### src/rtl/serial_adder_pkg.sv
// Shared types and limits for the bit-serial adder.
package serial_adder_pkg;

  localparam int SERIAL_ADDER_MAX_WIDTH = 64;

  typedef enum logic [1:0] {
    IDLE,
    RUN,
    DONE
  } state_t;

endpackage

### src/rtl/serial_adder_full_adder.sv
// Single-bit full adder cell used as the serial adder's bit datapath.
module full_adder (
  input  logic a,
  input  logic b,
  input  logic cin,
  output logic sum,
  output logic carry
);

  assign sum   = a ^ b ^ cin;
  assign carry = (a & b) | (cin & (a ^ b));

endmodule

### src/rtl/serial_adder.sv
// Bit-serial WIDTH-bit adder: operands shift LSB-first through one full_adder.
// Optional subtract mode is enabled by defining SERIAL_ADDER_SUB_EN.
module serial_adder
  import serial_adder_pkg::*;
#(
  parameter int WIDTH = 8
) (
  input  logic             clk,
  input  logic             rst_n,
  input  logic             start,
  input  logic [WIDTH-1:0] a,
  input  logic [WIDTH-1:0] b,
  input  logic             cin,
`ifdef SERIAL_ADDER_SUB_EN
  input  logic             sub,
`endif
  output logic             busy,
  output logic             done,
  output logic [WIDTH-1:0] sum,
  output logic             cout
);

  localparam int CNT_W = $clog2(WIDTH);
  localparam logic [CNT_W-1:0] LAST_BIT = CNT_W'(WIDTH - 1);

  if (WIDTH < 2 || WIDTH > SERIAL_ADDER_MAX_WIDTH) begin : g_width_check
    $error("serial_adder: WIDTH %0d outside 2..%0d", WIDTH, SERIAL_ADDER_MAX_WIDTH);
  end

  state_t state, next_state;

  logic [WIDTH-1:0] a_sr, b_sr, sum_sr, b_load;
  logic [CNT_W-1:0] cnt;
  logic             carry_q, cin_load;
  logic             fa_sum, fa_carry;
  logic             accept, last_bit;

`ifdef SERIAL_ADDER_SUB_EN
  // Subtraction is a + ~b + 1, so the caller's cin is overridden.
  assign b_load   = sub ? ~b : b;
  assign cin_load = sub | cin;
`else
  assign b_load   = b;
  assign cin_load = cin;
`endif

  full_adder u_full_adder (
    .a     (a_sr[0]),
    .b     (b_sr[0]),
    .cin   (carry_q),
    .sum   (fa_sum),
    .carry (fa_carry)
  );

  always_ff @(posedge clk or negedge rst_n) begin
    if (!rst_n) state <= IDLE;
    else        state <= next_state;
  end

  always_comb begin
    next_state = state;
    accept     = 1'b0;
    last_bit   = 1'b0;
    case (state)
      IDLE: begin
        if (start) begin
          next_state = RUN;
          accept     = 1'b1;
        end
      end
      RUN: begin
        if (cnt == LAST_BIT) begin
          next_state = DONE;
          last_bit   = 1'b1;
        end
      end
      DONE:    next_state = IDLE;
      default: next_state = IDLE;
    endcase
  end

  // busy/done are registered from next_state so start never reaches an output combinationally.
  always_ff @(posedge clk or negedge rst_n) begin
    if (!rst_n) begin
      a_sr    <= '0;
      b_sr    <= '0;
      sum_sr  <= '0;
      carry_q <= 1'b0;
      cnt     <= '0;
      busy    <= 1'b0;
      done    <= 1'b0;
      sum     <= '0;
      cout    <= 1'b0;
    end else begin
      busy <= (next_state != IDLE);
      done <= (next_state == DONE);
      if (accept) begin
        a_sr    <= a;
        b_sr    <= b_load;
        carry_q <= cin_load;
        cnt     <= '0;
      end else if (state == RUN) begin
        a_sr    <= a_sr >> 1;
        b_sr    <= b_sr >> 1;
        carry_q <= fa_carry;
        cnt     <= cnt + CNT_W'(1);
        sum_sr  <= {fa_sum, sum_sr[WIDTH-1:1]};
        if (last_bit) begin
          sum  <= {fa_sum, sum_sr[WIDTH-1:1]};
          cout <= fa_carry;
        end
      end
    end
  end

endmodule

### config.mk
export PLATFORM = sky130hd
export DESIGN_NAME = serial_adder
export DESIGN_NICKNAME = d
export VERILOG_FILES = /design/src/rtl/serial_adder_pkg.sv /design/src/rtl/serial_adder_full_adder.sv /design/src/rtl/serial_adder.sv
export SDC_FILE = /design/constraint.sdc
export NUM_CORES = 1
export LEC_CHECK = 0
export ABC_AREA = 1
export CAP_MARGIN = 10
export CORE_ASPECT_RATIO = 1.75
export CORE_UTILIZATION = 51
export DETAILED_ROUTE_END_ITERATION = 10
export PLACE_DENSITY_LB_ADDON = 0.25
export SYNTH_ARGS = -nofsm -noshare
export SYNTH_HDL_FRONTEND = slang
export SYNTH_HIERARCHICAL = 1
export SYNTH_SLANG_ARGS = --single-unit
### constraint.sdc
create_clock -name clk -period 1.5 [get_ports clk]
set_input_delay 0.3 -clock clk [delete_from_list [all_inputs] [get_ports clk]]
set_output_delay 0.3 -clock clk [all_outputs]
set_load 0.01 [all_outputs]
==> impl_results.md <==
- Outcome: complete, no violations
- Mapped Avg Cell Area: roughly 9 um2
- Worst vdd ir: 1030 uV
- Fin Clk Skew: 0.00379 ns
- Drt total wl: 3.30 mm
- Clock sink count: 40
- Warnings from Yosys: 6
- Leakage: 0.00109 uW
- Cell area after synthesis: 1670 um2
- Boundary pin count: 31
- Per-cell routed wire length: 12.6 um
- First-pass GRT wire length: 5.60 mm
- Slew HR: slightly above 70%
- CP required: 1.20 ns
- GPL Wtd Cong: 0.760
- RSZ-0062 raised after global routing: false
- Critical path, cell by cell: clkdlybuf4s50_1
- Critical Path Source Type: register
- CTS max path bufs: 2
- CORE AREA: 3140 um2
- Nets: between 200 and 250
- Slowest CP cell: clkdlybuf4s50_1
- Final period util: 97.7%
- CP bufs+invs: 1
- Syn-to-layout area delta: 28.9%
- DRC viols: 0
- Diode count: 0
- Number of antenna-violating nets in the routed design: 0
- Pwr dens: ~1900 nW/um2
- Largest net degree at the start of global routing: 25
- Worst Hold Class: in2async
- Worst-Margin Slew: approximately 0.41 ns
- Number of global-route vias before repair: 1337
- Final Util: 68.3%
- Die Wd: between 40 and 50 um
- Setup TNS: 0 ns
- Port Buffers: 30
- Synth cell types: 14
- Fin. Hold Viols: 0
- Largest delay contributor family on the critical path: buffers and inverters
- Initial DRT Pass Iterations: 4
- Max Slew Vio Count: 0
- Clock transition at path regs: approximately 0.07 ns
- Critical Path End Type: primary output
- Initial drt markers: 34
- Later-pin clock latency in the skew report: 0.29 ns
- Setup violators final: 0
- Starting Density: a little over half
- Syn Nets: 205
- WS Path Type: reg2out
- All-Layer GR Usage: 22.3%
- Sequential area share after synthesis: between 60% and 70%
- Post-CTS setup buffers: 0
- Die Y: 77.6 um
- Root buffer cell: clkbuf_8
- Max_cap viols: 0
- CTS H-tree depth: 2
- Share of cells above drive strength 1: 9.17%
- Crit Path Max Fanout: 2
- FP Rows: 27
- Vias post-DR: approximately 1.3k
- CTS Buf Count: 5
- Commonest non-fill, non-tap cells in the layout: nand2_1 (78), dfrtp_1 (40), nand3_1 (32), clkdlybuf4s50_1 (24), o21ai_1 (8)
- Cells after Synth: 182
- Reg2reg setup slack: 0.23 ns
- Crit path largest cell delay: approximately 0.53 ns
- Largest area contributor in the netlist: dfrtp_1
- Commonest non-fill, non-tap cell in the layout: nand2_1
- Die area: 3510 um2
- Minimum clock period: 1.47 ns
- Fmax: 682 MHz
- Share of the synthesized area in the top cell type: about three fifths
- Top cells by area, synth: dfrtp_1 (60%), nand2_1 (18%), nand3_1 (9.6%), o21ai_1 (2.4%), buf_2 (1.8%)
- Worst endpoint data arrival time: 1.17 ns
- Hpwl dp: 2.37 mm
- Number of synthesized register bits: 40
- Grt ovf: 0
- Vias per cell: 5.06
- Initial antenna violation count: 0
- CTS tree: built
## kinds of logic (layout without fill, tap and decap cells)
kind of cell    after synthesis  in the layout  share of synthesized area [%]
flops                        40             40                           60.1
fa+ha+maj                     3              3                           2.70
simple gates                115            115                           29.5
buf+inv                      15             51                           4.73
compound gates                9              9                           2.93
## Yosys cell counts
library cell  number
nor2_4             2
nand3_1           32
o21ai_1            8
inv_2              1
fa_1               1
nor2_1             1
buf_2              6
nand2_2            2
nand2_1           78
o21ai_2            1
dfrtp_1           40
buf_6              2
inv_1              6
ha_1               2
## where the power goes
group          internal [uW]  leakage [uW]  switching (uW)  total (uW)
clock network            409     0.0000503             346         756
logic                    652      0.000532             808        1460
registers               1510      0.000512             262        1780
## repair_timing
item / in CTS / in global routing
pin swaps: 0 / 0
endpoints found under the hold margin: 16 / 0
resized for setup: 1 / 4
hold buffers: 1 / 0
setup endpoints to repair: 1 / 4
## path summary, 6_finish.rpt
kind / start / end / depth (start not counted)
setup / recovery: sum[3] / sum[3] / 1
hold / removal: rst_n / sum[7] / 2
setup reg to reg: cnt[0] / cout / 6
hold reg to reg: sum[0] / sum[0] / 2
max in group asynchronous: rst_n / sum_sr[4] / 3
min in group clk: sum[0] / sum[0] / 2
## metrics by stage
stage	hold slack (ns)	setup WS [ns]	cell area (um2)	total power, uW	cells
finish	0.468	0.0343	2150	3990	261
global route	0.485	0.000238	2150	4280	261
CTS	0.475	0.0106	2140	4040	261
detailed placement	0.253	0.170	2030	3280	253
global placement	0.254	0.217	2030	3190	253
floorplan	0.00441	0.345	1670	2690	182
## flip-flops by register name, summed over array words and instances (netlist names)
signal / count
b_sr: 8
done: 1
state: 2
sum: 8
a_sr: 8
carry_q: 1
cnt: 3
busy: 1
sum_sr: 7
cout: 1
## cell type report
cell class | instances | area, um2
Tap cell | 43 | 53.8
Fill cell | 259 | 995
Multi-Input combinational cell | 127 | 586
Sequential cell | 40 | 1000
Inverter | 7 | 26.3
Clock buffer | 7 | 96.3
Timing Repair Buffer | 37 | 384
## routing by layer
metal / vias up / track usage (%) / part of all wire [%]
met1: 623 / 23.8 / 39
li1: 651 / - / -
met5: - / 0 / 0
met4: 0 / 9.39 / 2.4
met3: 7 / 6.05 / 4.1
met2: 39 / 39.0 / 55
Note: power is estimated with default switching activity, not from simulation.
